File: config.mk
export PLATFORM = sky130hd
export DESIGN_NAME = mbist_pat_ctrl
export DESIGN_NICKNAME = d
export VERILOG_FILES = /design/src/rtl/mbist_def.sv /design/src/rtl/mbist_rd_pipe.sv /design/src/rtl/mbist_pat_ctrl.sv
export SDC_FILE = /design/constraint.sdc
export NUM_CORES = 1
export LEC_CHECK = 0
export CAP_MARGIN = 40
export CORE_MARGIN = 2
export CORE_UTILIZATION = 46
export CTS_BUF_LIST = sky130_fd_sc_hd__clkbuf_4
export CTS_CLUSTER_DIAMETER = 60
export DETAILED_ROUTE_END_ITERATION = 6
export MAX_ROUTING_LAYER = met4
export PLACE_DENSITY_LB_ADDON = 0.2
export SYNTH_ARGS = -nofsm -noshare
export SYNTH_HDL_FRONTEND = slang
export SYNTH_SLANG_ARGS = --single-unit
File: constraint.sdc
create_clock -name clk -period 6.5 [get_ports clk]
set_input_delay 1.625 -clock clk [delete_from_list [all_inputs] [get_ports clk]]
set_output_delay 1.625 -clock clk [all_outputs]
set_load 0.02 [all_outputs]
File: src/rtl/mbist_def.sv
// rtl/mbist_def.sv - shared state encoding, default sizes and error-count helper for the MBIST pattern controller
package mbist_def;

   typedef enum logic [2:0] {
      IDLE,
      WRITE,
      READ,
      DRAIN,
      NEXT,
      DONE
   } bist_state_e;

   localparam int BIST_ADDR_WD_DEF = 9;
   localparam int BIST_DATA_WD_DEF = 32;
   localparam int BIST_RD_LAT_DEF  = 1;
   localparam int BIST_PAT_CNT_DEF = 8;

   localparam int ERR_CNT_WD = 8;
   localparam logic [ERR_CNT_WD-1:0] ERR_CNT_MAX = '1;

   function automatic logic [ERR_CNT_WD-1:0] sat_inc(input logic [ERR_CNT_WD-1:0] v);
      return (v == ERR_CNT_MAX) ? v : v + 1'b1;
   endfunction

endpackage

File: src/rtl/mbist_rd_pipe.sv
// rtl/mbist_rd_pipe.sv - LAT-deep {valid, addr} delay line aligning issued reads with returning data
module mbist_rd_pipe #(
   parameter int AW  = 9,
   parameter int LAT = 1
) (
   input  logic          clk,
   input  logic          rst,
   input  logic          flush,
   input  logic          in_vld,
   input  logic [AW-1:0] in_addr,
   output logic          out_vld,
   output logic [AW-1:0] out_addr
);

   logic [LAT-1:0]         vld_q, vld_d;
   logic [LAT-1:0][AW-1:0] addr_q, addr_d;

   always_comb begin
      vld_d  = '0;
      addr_d = '0;
      if (!flush) begin
         vld_d[0]  = in_vld;
         addr_d[0] = in_addr;
         for (int i = 1; i < LAT; i++) begin
            vld_d[i]  = vld_q[i-1];
            addr_d[i] = addr_q[i-1];
         end
      end
   end

   always_ff @(posedge clk or posedge rst) begin
      if (rst) begin
         vld_q  <= '0;
         addr_q <= '0;
      end else begin
         vld_q  <= vld_d;
         addr_q <= addr_d;
      end
   end

   assign out_vld  = vld_q[LAT-1];
   assign out_addr = addr_q[LAT-1];

endmodule

File: src/rtl/mbist_pat_ctrl.sv
// rtl/mbist_pat_ctrl.sv - per-memory MBIST write/read/compare sequencer; MBIST_STOP_ON_FAIL_EN ends the run at the first mismatch
module mbist_pat_ctrl
   import mbist_def::*;
#(
   parameter int BIST_ADDR_WD = BIST_ADDR_WD_DEF,
   parameter int BIST_DATA_WD = BIST_DATA_WD_DEF,
   parameter int BIST_RD_LAT  = BIST_RD_LAT_DEF,
   parameter int BIST_PAT_CNT = BIST_PAT_CNT_DEF
) (
   input  logic                            clk,
   input  logic                            rst,
   input  logic                            bist_en,
   input  logic                            bist_start,
   input  logic [BIST_DATA_WD-1:0]         pat_data,
   input  logic                            pat_last,
   output logic                            pat_run,
   output logic                            mem_cs,
   output logic                            mem_we,
   output logic [BIST_ADDR_WD-1:0]         mem_addr,
   output logic [BIST_DATA_WD-1:0]         mem_wdata,
   input  logic [BIST_DATA_WD-1:0]         mem_rdata,
   output logic                            bist_busy,
   output logic                            bist_done,
   output logic                            bist_fail,
   output logic [BIST_ADDR_WD-1:0]         fail_addr,
   output logic [$clog2(BIST_PAT_CNT)-1:0] fail_pat,
   output logic [ERR_CNT_WD-1:0]           err_cnt
);

   localparam int PAT_WD = $clog2(BIST_PAT_CNT);
   localparam logic [BIST_ADDR_WD-1:0] ADDR_MAX = '1;
   localparam logic [2:0] DRN_LAST = 3'(BIST_RD_LAT - 1);

   bist_state_e               state_q, state_d;
   logic [BIST_ADDR_WD-1:0]   addr_q, addr_d;
   logic [2:0]                drn_q, drn_d;
   logic [PAT_WD-1:0]         pat_idx_q, pat_idx_d;
   logic                      fail_q, fail_d;
   logic [BIST_ADDR_WD-1:0]   fail_addr_q, fail_addr_d;
   logic [PAT_WD-1:0]         fail_pat_q, fail_pat_d;
   logic [ERR_CNT_WD-1:0]     err_q, err_d;

   logic                      cmp_vld;
   logic [BIST_ADDR_WD-1:0]   cmp_addr;
   logic                      mismatch;
   logic                      pipe_flush;

   // Returning data is only judged while enabled, so an abort discards in-flight reads.
   assign mismatch = bist_en && cmp_vld && (mem_rdata != pat_data);

`ifdef MBIST_STOP_ON_FAIL_EN
   assign pipe_flush = !bist_en || mismatch;
`else
   assign pipe_flush = !bist_en;
`endif

   mbist_rd_pipe #(
      .AW  (BIST_ADDR_WD),
      .LAT (BIST_RD_LAT)
   ) u_rd_pipe (
      .clk      (clk),
      .rst      (rst),
      .flush    (pipe_flush),
      .in_vld   (state_q == READ),
      .in_addr  (addr_q),
      .out_vld  (cmp_vld),
      .out_addr (cmp_addr)
   );

   always_comb begin
      state_d     = state_q;
      addr_d      = addr_q;
      drn_d       = drn_q;
      pat_idx_d   = pat_idx_q;
      fail_d      = fail_q;
      fail_addr_d = fail_addr_q;
      fail_pat_d  = fail_pat_q;
      err_d       = err_q;

      if (mismatch) begin
         err_d = sat_inc(err_q);
         if (!fail_q) begin
            fail_d      = 1'b1;
            fail_addr_d = cmp_addr;
            fail_pat_d  = pat_idx_q;
         end
      end

      if (!bist_en) begin
         state_d = IDLE;
         addr_d  = '0;
         drn_d   = '0;
      end else begin
         unique case (state_q)
            IDLE, DONE: begin
               if (bist_start) begin
                  state_d     = WRITE;
                  addr_d      = '0;
                  pat_idx_d   = '0;
                  fail_d      = 1'b0;
                  fail_addr_d = '0;
                  fail_pat_d  = '0;
                  err_d       = '0;
               end
            end
            WRITE: begin
               addr_d = addr_q + 1'b1;
               if (addr_q == ADDR_MAX) state_d = READ;
            end
            READ: begin
               addr_d = addr_q + 1'b1;
               if (addr_q == ADDR_MAX) begin
                  state_d = DRAIN;
                  drn_d   = '0;
               end
            end
            DRAIN: begin
               if (drn_q == DRN_LAST) state_d = NEXT;
               else                   drn_d   = drn_q + 1'b1;
            end
            NEXT: begin
               if (pat_last) begin
                  state_d = DONE;
               end else begin
                  pat_idx_d = pat_idx_q + 1'b1;
                  state_d   = WRITE;
               end
            end
            default: state_d = IDLE;
         endcase
`ifdef MBIST_STOP_ON_FAIL_EN
         if (mismatch) state_d = DONE;
`endif
      end
   end

   always_ff @(posedge clk or posedge rst) begin
      if (rst) begin
         state_q     <= IDLE;
         addr_q      <= '0;
         drn_q       <= '0;
         pat_idx_q   <= '0;
         fail_q      <= 1'b0;
         fail_addr_q <= '0;
         fail_pat_q  <= '0;
         err_q       <= '0;
      end else begin
         state_q     <= state_d;
         addr_q      <= addr_d;
         drn_q       <= drn_d;
         pat_idx_q   <= pat_idx_d;
         fail_q      <= fail_d;
         fail_addr_q <= fail_addr_d;
         fail_pat_q  <= fail_pat_d;
         err_q       <= err_d;
      end
   end

   assign mem_cs    = (state_q == WRITE) || (state_q == READ);
   assign mem_we    = (state_q == WRITE);
   assign mem_addr  = addr_q;
   assign mem_wdata = mem_we ? pat_data : '0;
   assign pat_run   = (state_q == NEXT);
   assign bist_busy = (state_q != IDLE) && (state_q != DONE);
   assign bist_done = (state_q == DONE);
   assign bist_fail = fail_q;
   assign fail_addr = fail_addr_q;
   assign fail_pat  = fail_pat_q;
   assign err_cnt   = err_q;

endmodule

==> run summary, run 1 <==
The hold violation total from the final report came out at 0. The post-synthesis compound-gate area fraction came out at 10.54%. The number of antenna-violating nets in the routed design came out at 0. Walking the worst path, the cells encountered are clkdlybuf4s50_1, and2_1, clkdlybuf4s50_1. The share of post-route cells with drive strength above 1 came out at 4.825%.

The count of pins over their slew limit is 0. The effective utilization at floorplan came out at 47.03%. The clock network latency to the later pin of the worst-skew pair came out at 0.36 ns. Measured along the x axis, the die boundary spans 84.34 µm. The post-place setup slack is 1.948 ns. The library cell appearing most often on the critical path is sky130_fd_sc_hd__clkdlybuf4s50_1. The remaining global-route overflow is 0. The number of DRC markers after the initial detailed-route iteration came out at 171. The number of buffers inserted by port buffering is 135. For this run, design rule violations remaining after detail routing come to 0.

The maximum single-stage delay on the critical path is 0.60 ns. Summing the areas of all and, or, nand and nor instances in the mapped netlist gives 26.97% of the synthesized area. The layout has 512 filler cells. The highest layer touched by signal routing is met4.

Summed over all failing endpoints, the final setup total negative slack is 0 ns. Sequential cells were found to cover 41.30% of the synthesized design area. The power density relative to cell area is 227.8 mW/mm².

The register-to-register setup slack is 3.98 ns. The overall die area is 0.007113 mm². At the end of routability-driven placement, the weighted congestion stood at 0.8855. The I/O pin count is 136. In this run the worst path has a maximum fanout of 2. The number of nets in the synthesized netlist is 399. The cell area reported after detailed placement came out at 0.004379 mm².

After synthesis, the netlist uses 41 different library cells. Global routing consumed, over all layers together, 23.88% of the routing resources. The synthesized netlist devotes 9.735% of its cell area to XOR and XNOR gates. The clock net in this run drives a total of 49 sinks. The height of the chip came out at 84.34 µm. After detailed routing, the number of vias per cell comes to 5.201. The largest family of logic cells by synthesized area is simple AND/OR/NAND/NOR gates. The tool flagged a number of max-cap violations equal to 0. Yosys mapped a number of flops with a built-in enable equal to 0.

The setup slack after layout is 1.959 ns. The number of warnings printed during yosys synthesis came out at 0. After detailed routing, the average wire length per cell comes to 15.57 µm.

The pin slew with the least headroom to its limit is 0.7006 ns. The met1 layer wirelength in the final routing is 3695 µm. The worst-case reg-to-reg path depth came out at 9.

The routed design uses 4165 µm of met2 wire. The final net count is 530. After legalization and detailed placement, the total HPWL measured 6495 µm. The post-synthesis share of cell area spent on full adders, half adders and majority gates came out at 2.528%.

Headroom to the max-slew limit came out at 52.93%. The worst clock skew is 0.01225 ns. The pre-antenna-repair detailed-routing pass consisted of 4 iterations. Multiplexer cells account for 5.099% of the synthesized area. The area taken by multi-input logic gates is 0.001629 mm². The pin count of the biggest net entering global routing is 40.

The total number of H-tree levels is 2. Setup repair after global routing left no endpoint under its margin. The total non-filler cell area in the finished layout is 0.004439 mm². The hold-fix buffer count after cts is 0. The maximum root-to-sink buffer count came out at 2. The number of stages on the worst setup path is 3. The wire length of the first global-routing pass came out at 13300 µm.

For this design the static power due to leakage is 1.839 nW. The area share of the largest cell type after synthesis is 41.30%. The worst setup path is captured at a primary output.

The flow ran to the end, and the final reports show no timing, DRC or antenna violations. Counting both buffers and inverters, the worst setup path holds a total of 2. The count of mapped cells out of synthesis is 324. Total power for the finished layout comes to 0.001011 W. By area the synthesized netlist is led by sky130_fd_sc_hd__dfrtp_1 41%, sky130_fd_sc_hd__xnor2_1 9.4%, sky130_fd_sc_hd__and2_1 8.6%. The worst path required time came out at 4.88 ns.

The biggest area consumer among synthesized cells is sky130_fd_sc_hd__dfrtp_1. The area added between synthesis and finish is 49.52%. The cell area after synthesis is 0.002969 mm².

The TritonCTS clock tree is yes. The number of antenna violations at the first check in global routing came to 0. The post-CTS setup buffer count is 0. The synthesized area divided by synthesized cell count is 9.164 µm². In this run, CTS created clock tree buffers numbering 5. The critical path class is in -> out. The worst path arrival time is 2.92 ns. The slowest stage of the critical path belongs to the cell sky130_fd_sc_hd__clkdlybuf4s50_1. The routed via count is 2772.

Synthesis inferred 49 register bits. The routed design has 8299 µm of wire. The number of inserted diodes is 0. The timing-limited maximum frequency came out at 0.2202 GHz.

The peak supply drop came out at 0.0001787 V. The area of the core came out at 0.006314 mm². Counting instances, the worst hold path has a depth of 1.

The count of final setup violators came out at 0. sky130_fd_sc_hd__dfrtp_1 is the most common cell in the netlist. The worst hold path class is reg -> reg.

STA classifies the critical path startpoint as a primary input. The via count of the first global-routing pass is 2654. The post-route minimum period came out at 4.541 ns.

In the detailed route, the total length drawn on met3 is 365 µm. The final cycle utilization of the critical path came out at 69.87%. In this design, the largest share of critical-path delay is due to buffers and inverters. The count of standard-cell rows is 29. The clock-pin transition on the worst setup and hold timing paths came out at 0.13 ns. The async set or reset register ratio after synthesis came out at 100.0%. The number of instances resized during post-cts repair came out at 0. Summing all flip-flop and latch instances after layout gives 0.001226 mm². The most common flop cell mapped by yosys is sky130_fd_sc_hd__dfrtp_1.

The cell chosen for the clock root is sky130_fd_sc_hd__clkbuf_4. By count the netlist is led by 49 x sky130_fd_sc_hd__dfrtp_1, 41 x sky130_fd_sc_hd__and2_1, 32 x sky130_fd_sc_hd__xnor2_1.
worst register-to-register path: stages (launching register included):
cell	delay [ns]
sky130_fd_sc_hd__dfrtp_1	0.48
sky130_fd_sc_hd__ha_1	0.22
sky130_fd_sc_hd__and3_1	0.19
sky130_fd_sc_hd__and3_1	0.20
sky130_fd_sc_hd__and3_1	0.18
sky130_fd_sc_hd__ha_1	0.19
sky130_fd_sc_hd__nor2_1	0.06
sky130_fd_sc_hd__and3_1	0.19
sky130_fd_sc_hd__o21ai_0	0.31
sky130_fd_sc_hd__mux2_2	0.38
area by class of cell:
| cell class | count | area share (%) |
|---|---|---|
| clock inverter | 2 | 0.3382 |
| multi-input combinational | 250 | 36.70 |
| clock buffer | 6 | 1.015 |
| timing repair buffer | 138 | 31.23 |
| sequential | 49 | 27.62 |
| inverter | 11 | 0.9301 |
| tap | 77 | 2.170 |
flip-flops by register name, summed over array words and instances (netlist names):
signal and count:
err_cnt 8, bist_fail 1, mem_addr 9, pat_idx_q 3, fail_addr 9, fail_pat 3
state_q 3, u_rd_pipe.out_vld 1, u_rd_pipe.out_addr 9, drn_q 3
final timing paths:
path,start,end
max reg2reg,mem_addr[0],state_q[0]
min reg2reg,drn_q[2],drn_q[2]
max,pat_data[15],mem_wdata[15]
max in group asynchronous,rst,pat_idx_q[1]
min,drn_q[2],drn_q[2]
min in group asynchronous,rst,mem_addr[7]
routing by layer:
| layer | track usage [%] | up-vias |
|---|---|---|
| met5 | - | - |
| met4 | 5.916 | 0 |
| met3 | 3.540 | 10 |
| met2 | 39.18 | 75 |
| met1 | 31.42 | 1314 |
| li1 | - | 1373 |
cell families after synthesis:
family | Yosys count
xor gates and xnor gates | 33
muxes | 15
and+or+nand+nor | 148
adders and majority gates | 6
DFF | 49
AOI/OAI and AO/OA | 48
buffers and inverters | 25
power breakdown:
group / internal [W] / leakage, nW / total, W / switching [W]
Combinational: 0.000246 / 1.13 / 0.000512 / 0.000266
Clock: 0.0000466 / 0.0279 / 0.000144 / 0.0000974
Sequential: 0.000320 / 0.680 / 0.000355 / 0.0000344
cell usage in the layout, fill, tap and decap left out, types with 2 or more instances in the layout:
cell type / n
sky130_fd_sc_hd__xnor2_1: 32
sky130_fd_sc_hd__nor3_1: 7
sky130_fd_sc_hd__nand2_1: 19
sky130_fd_sc_hd__ha_1: 6
sky130_fd_sc_hd__and3_1: 8
sky130_fd_sc_hd__dfrtp_1: 49
sky130_fd_sc_hd__mux2i_1: 14
sky130_fd_sc_hd__buf_4: 2
sky130_fd_sc_hd__clkinvlp_4: 2
sky130_fd_sc_hd__o21ai_0: 18
sky130_fd_sc_hd__a21o_2: 3
sky130_fd_sc_hd__o31ai_1: 2
sky130_fd_sc_hd__clkdlybuf4s50_1: 135
sky130_fd_sc_hd__nor2_1: 26
sky130_fd_sc_hd__nand4_1: 13
sky130_fd_sc_hd__nand3_1: 18
sky130_fd_sc_hd__nand2b_1: 6
sky130_fd_sc_hd__clkbuf_4: 6
sky130_fd_sc_hd__a21oi_1: 10
sky130_fd_sc_hd__nor4_2: 2
sky130_fd_sc_hd__inv_1: 10
sky130_fd_sc_hd__a211o_1: 2
sky130_fd_sc_hd__and2_1: 41
sky130_fd_sc_hd__nand3b_1: 3
sky130_fd_sc_hd__a22o_1: 2
sky130_fd_sc_hd__a21boi_0: 2
metrics by stage:
| stage | instances | utilization [%] | hold WS [ns] |
|---|---|---|---|
| finish | 533 | 70.31 | 0.4910 |
| global route | 533 | 70.31 | 0.5328 |
| CTS | 533 | 70.31 | 0.4964 |
| detailed placement | 525 | 69.36 | 0.4758 |
| global placement | 524 | 69.04 | 0.4703 |
| floorplan | 324 | - | 0.4479 |
Note: power is estimated with default switching activity, not from simulation.
==> run 2: changes to the inputs <==
- CORE_UTILIZATION: 46 -> 43
- clock period: 6.5 -> 4.3 ns (I/O delays scaled with it)
==> run summary, run 2 (synthesis gave the netlist of run 1 again) <==
The worst hold path class is reg -> reg. The maximum root-to-sink buffer count is 2. The total length of routed wires is 8351 µm. The area added between synthesis and finish is 50.53%. The routed via count came out at 2769. The remaining global-route overflow is 0. The fill cell total of the finished layout came out at 560. The critical path class is reg -> out.

The post-place setup slack came out at 0.8721 ns. At the pin with the least slew margin, the transition time is 0.7055 ns. The worst setup path is launched from a flop. The path with the worst hold slack has its endpoint at drn_q[2].

The height of the chip came out at 87.10 µm. The startpoint of the tightest hold check path is drn_q[2]. The number of optimization iterations in the first detailed-route pass came out at 4. Along the worst path, the maximum fanout reaches 12.

The effective utilization at floorplan came out at 44.19%. The post-CTS setup buffer count is 0. The die covers 0.007586 mm².

The number of antenna violations at the first check in global routing came out at 0. For this run, the slowest stage of the critical path takes 0.74 ns. The count of standard-cell rows came out at 30. In this run the register-to-register setup slack is 1.74 ns.

The max-capacitance violation count is 0. The worst clock skew came out at 0.005390 ns. The tree is rooted in a sky130_fd_sc_hd__clkbuf_4. The worst path required time is 3.22 ns.

The worst path needs 3.512 ns of the cycle, external delays included. The worst path arrival time is 2.44 ns. After clock tree synthesis, the clock-pin slew on the worst setup and hold paths is 0.15 ns. The final RePlAce weighted congestion is 0.9929. The number of instances resized during post-cts repair is 0. The clock network latency to the later pin of the worst-skew pair came out at 0.36 ns. The number of DRC markers after the initial detailed-route iteration came out at 136. Measured against its own limit, the worst slew margin works out to 52.60%.

The average wire length per cell after detail routing came out at 15.55 µm. The net count of the finished layout is 531. The I/O pin count is 136. The via count of the first global-routing pass came to 2764. Leaving out filler cells and counting taps, the final layout contains 537. The count of pins over their slew limit came out at 0. Based on the critical path, the design can be clocked at up to 0.2848 GHz.

In the routed design, unresolved DRC markers number 0. The number of buffers inserted by port buffering is 135. Setup repair after global routing left no endpoint under its margin. The combined flip-flop and latch cell area came out at 0.001226 mm². The hold-fix buffer count after cts is 0. The setup slack after layout came out at 0.7884 ns. The total CTS buffers is 5.

The total number of H-tree levels came out at 2. The horizontal die dimension is 87.10 µm. The via-per-instance ratio came out at 5.156.

The worst register-to-register path begins at mem_addr[0]. The total power of the final layout came out at 0.001585 W. Entering global routing, the biggest net connects 39 pins.

The hold violation total from the final report came to 0. The endpoint identified for the worst register-to-register timing path is state_q[0]. Setup violations remaining at the end of the flow were counted as 0. The library cell used most frequently in the layout, excluding fill and tap cells, is sky130_fd_sc_hd__clkdlybuf4s50_1. The number of antenna-violating nets in the routed design came out at 0.

CTS saw 49 sinks. The share of post-route cells with drive strength above 1 came out at 4.814%. The number of instances on the worst hold path came out at 1. The endpoint class of the critical path is a primary output.

The worst-case reg-to-reg path depth is 9. The wire-length estimate of the detail-placed layout is 6568 µm. The cell family contributing the most delay on the critical path is buffers and inverters. Traced cell by cell, the critical path runs through inv_1, nor3_1, clkdlybuf4s50_1. The final cycle utilization of the critical path came out at 81.66%.

The number of inserted diodes came out at 0. The worst path buffer plus inverter count came out at 2. The peak supply drop is 0.0002976 V. The wire length of the first global-routing pass is 13660 µm. The library cells used most frequently in the layout, excluding fill and tap cells, are 135 x sky130_fd_sc_hd__clkdlybuf4s50_1, 49 x sky130_fd_sc_hd__dfrtp_1, 41 x sky130_fd_sc_hd__and2_1, 32 x sky130_fd_sc_hd__xnor2_1, 26 x sky130_fd_sc_hd__nor2_1.

After floorplanning, the core was sized to cover 0.006719 mm². The power density relative to cell area is 354.6 mW/mm². For this design, the slowest cell found on the critical path is sky130_fd_sc_hd__clkdlybuf4s50_1. In this run the static leakage power is 1.854 nW. The global router's overall resource usage is 23.41%. TritonCTS built the clock tree. Summing all multi-input logic gate instances after layout gives 0.001629 mm². The run finished with clean final reports. The total negative slack came out at 0 ns. The number of instances in the placed design is 529.
==> run 2: cell types whose count changed in the layout (fill, tap and decap cells not counted) <==
cell / change
sky130_fd_sc_hd__buf_4: +1
sky130_fd_sc_hd__clkinvlp_4: -1
sky130_fd_sc_hd__clkinv_1: +1
sky130_fd_sc_hd__bufinv_16: +1
sky130_fd_sc_hd__clkbuf_4: -1
==> run 2: worst reg2reg max path, stage by stage, from the launching register on <==
cell	delay (ns)
sky130_fd_sc_hd__dfrtp_1	0.49
sky130_fd_sc_hd__ha_1	0.24
sky130_fd_sc_hd__and3_1	0.20
sky130_fd_sc_hd__and3_1	0.21
sky130_fd_sc_hd__and3_1	0.17
sky130_fd_sc_hd__ha_1	0.19
sky130_fd_sc_hd__nor2_1	0.06
sky130_fd_sc_hd__and3_1	0.19
sky130_fd_sc_hd__o21ai_0	0.34
sky130_fd_sc_hd__mux2_2	0.39
==> run 2: where the power goes <==
part           leakage, nW  internal [W]  switching (W)  total (W)
logic                 1.14      0.000373       0.000403   0.000776
clock network       0.0389      0.000121       0.000152   0.000272
registers            0.680      0.000484      0.0000520   0.000536
total                 1.85      0.000978       0.000607    0.00158
==> run 2: worst max path at each step <==
stage / depth (start not counted) / end / startpoint / slack (ns)
floorplan: 4 / mem_wdata[22] / state_q[1] / 1.79
global placement: 3 / mem_wdata[15] / pat_data[15] / 0.88
detailed placement: 3 / mem_wdata[15] / pat_data[15] / 0.87
CTS: 5 / mem_wdata[13] / state_q[0] / 0.78
global route: 3 / pat_run / state_q[2] / 0.64
finish: 3 / pat_run / state_q[2] / 0.79
==> run 2: stage by stage <==
stage	hold slack [ns]	cell area (µm²)	util (%)
after floorplan	0.4479	2969	-
after global placement	0.4723	4370	65.05
after detailed placement	0.4841	4390	65.34
after CTS	0.5096	4469	66.52
after global routing	0.5345	4469	66.52
final	0.5086	4469	66.52
==> run 2: metal layers <==
layer	global-route usage, %	routed length (µm)	part of all wire (%)	vias to the layer above
li1	-	-	-	1375
met1	30.55	3654	44	1316
met2	39.07	4279	51	69
met3	3.886	342	4.1	9
met4	4.196	74	0.89	0
met5	-	0	0	-
==> run 2: final cells by class <==
class                      count  share of cell area, %
clock buffer                   5                 0.8399
clock inverter                 3                 0.9239
tap                           80                  2.240
inverter                      11                 0.9239
sequential                    49                  27.44
multi-input combinational    250                  36.45
timing repair buffer         139                  31.19
==> run 3: changes to the inputs <==
- clock period: 4.3 -> 3.3 ns (I/O delays scaled with it)
==> run summary, run 3 (synthesis gave the netlist of run 1 again) <==
The run finished with clean final reports. Leaving out fill and tap cells, the most frequent cell in the layout is sky130_fd_sc_hd__clkdlybuf4s50_1. The number of instances resized during post-cts repair came out at 0. The analysis attributes to cell leakage a power of 1.870 nW. The clock network fraction of total power came out at 16.7%. The final net count is 535. Clock tree synthesis found a total of 49 sinks. Setup repair after global routing left no endpoint under its margin. The number of antenna-violating nets in the routed design came out at 0. The number of inserted diodes came out at 0. In this run the power spent charging and discharging nets is 0.0007850 W. The worst path required time came out at 2.47 ns. The detailed-route DRC error count is 0. The number of DRC markers after the initial detailed-route iteration is 129. Of the cells placed in the final design, the portion with a size suffix greater than 1 is 5.640%. The utilization after layout is 66.78%.

The cell internal power dissipation came out at 0.001287 W. From synthesis to final layout, the design area changed by 51.12%. The total number of H-tree levels is 2. The count of pins over their slew limit came out at 0.

Clock tree synthesis inserted a total of 5 buffers. The number of antenna violations at the first check in global routing is 0. The count of final setup violators is 0. The clock network latency to the later pin of the worst-skew pair came out at 0.35 ns. Combinational logic burns 50.7% of the power. The initial utilization of the core area, before any placement, comes to 44.19%.

The worst slew margin relative to its limit came out at 52.80%. Before antenna repair, the detailed router went through 5 iterations. The via count of the first global-routing pass is 2600. The hold violation total from the final report was 0. For the final database, setup skew stands at 0.01476 ns. The critical path class is reg -> out. The first global-routing pass estimated 13010 µm of wire. The top fanout value on the critical path came out at 33. The number of buffers inserted by port buffering came out at 135.

The worst path arrival time is 2.15 ns. The fill cell total of the finished layout is 568. The final cycle utilization of the critical path came out at 90.30%. The HPWL after detailed placement is 6627 µm. The pin count of the biggest net entering global routing is 34.

The count of standard-cell rows is 30. The via-per-instance ratio is 5.155. The post-route minimum period is 2.980 ns. The horizontal die dimension is 87.10 µm. For this design, the slowest cell found on the critical path is sky130_fd_sc_hd__clkdlybuf4s50_1.

The power share of the sequential group is 32.6%. The height of the chip is 87.10 µm. The remaining global-route overflow is 0. The post-layout instance count excluding filler cells is 541. For this run, the slowest stage of the critical path takes 0.62 ns. The final RePlAce weighted congestion came out at 0.9826. The clock-pin transition on the worst setup and hold timing paths is 0.15 ns. The number of instances in the placed design is 533. The average wire length per cell after detail routing is 15.36 µm. Across the run, the number of max-cap violations was 0. The peak supply drop is 0.0004078 V. Adding up every negative setup slack in the final design gives 0 ns. The die covers 0.007586 mm². The area of the core is 0.006719 mm². The routed via count is 2789. The endpoint class of the critical path is a primary output. STA classifies the critical path startpoint as a flop. The I/O pin count came out at 136. The worst path buffer plus inverter count is 2. The timing-limited maximum frequency came out at 0.3356 GHz. For this design the ratio of total power to cell area is 461.8 mW/mm². TritonCTS built the clock tree. The kind of cell adding the most delay to the critical path is buffers and inverters. In this run the worst hold path is classified as reg -> reg.

The final layout contains routed wiring with a total length of 8310 µm. The maximum root-to-sink buffer count came out at 2. In the layout the commonest cells are 135 x sky130_fd_sc_hd__clkdlybuf4s50_1, 49 x sky130_fd_sc_hd__dfrtp_1, 41 x sky130_fd_sc_hd__and2_1, 32 x sky130_fd_sc_hd__xnor2_1, 26 x sky130_fd_sc_hd__nor2_1. In this run the clock root is driven by a sky130_fd_sc_hd__clkbuf_4.

The switching power share of the total is 37.88%. The global router's overall resource usage came out at 22.67%. The number of hold buffers added after CTS was 0. The critical path goes through nand2b_1, nor2_1, buf_4, and2_1, clkdlybuf4s50_1.

The pin slew with the least headroom to its limit is 0.7065 ns. The post-CTS setup buffer count is 0.
==> run 3: cell types whose count changed in the layout (fill, tap and decap cells not counted) <==
cell | before | now
sky130_fd_sc_hd__buf_12 | 1 | 0
sky130_fd_sc_hd__buf_4 | 3 | 8
==> run 3: metrics by stage <==
stage,area (µm²),power [W],hold WS [ns],setup WS [ns]
after global routing,4487,0.002190,0.5191,0.1997
final,4487,0.002072,0.5096,0.3200
after CTS,4487,0.002090,0.5046,0.2888
after global placement,4408,0.001729,0.4712,0.3876
after detailed placement,4408,0.001744,0.4823,0.3628
after floorplan,2969,0.001249,0.4479,0.9478
==> run 3: final cells by class <==
cell class                      count  area [µm²]  share of cell area [%]
Clock inverter                      3       41.29                  0.9202
Timing Repair Buffer              143        1411                   31.46
Clock buffer                        5       37.54                  0.8366
Tap cell                           80       100.1                   2.231
Inverter                           11       41.29                  0.9202
Sequential cell                    49        1226                   27.33
Multi-Input combinational cell    250        1629                   36.31
==> run 3: routing by layer <==
metal | global-route usage (%) | routed length [µm] | vias to the layer above
met5 | - | 0 | -
li1 | - | - | 1385
met2 | 38.10 | 4290 | 66
met3 | 3.791 | 285 | 12
met4 | 4.615 | 106 | 0
met1 | 29.05 | 3628 | 1326
==> run 3: worst paths after layout <==
kind                         startpoint               endpoint  slack (ns)  cells after the start
max                          state_q[1]           mem_wdata[0]        0.32                      5
min                        pat_idx_q[2]           pat_idx_q[2]        0.51                      1
max reg2reg                 mem_addr[0]             state_q[0]        0.84                      9
min reg2reg                pat_idx_q[2]           pat_idx_q[2]        0.51                      1
max in group asynchronous           rst  u_rd_pipe.out_addr[4]        2.00                      3
min in group asynchronous           rst             state_q[0]        0.72                      2
==> run 3: worst register-to-register path, delay by kind of cell (launching register included) <==
kind	cells	cell delay (ns)
simple gates	4	0.73
flops	1	0.47
fa+ha+maj	2	0.45
compound gates	2	0.40
mux	1	0.33
==> run 3: power by group through the flow <==
| stage | sequential (W) | clock (W) | combinational (W) |
|---|---|---|---|
| floorplan | 0.000676 | 0 | 0.000573 |
| global placement | 0.000684 | 0 | 0.00104 |
| detailed placement | 0.000687 | 0 | 0.00106 |
| CTS | 0.000675 | 0.000354 | 0.00106 |
| global route | 0.000682 | 0.000385 | 0.00112 |
| finish | 0.000675 | 0.000347 | 0.00105 |
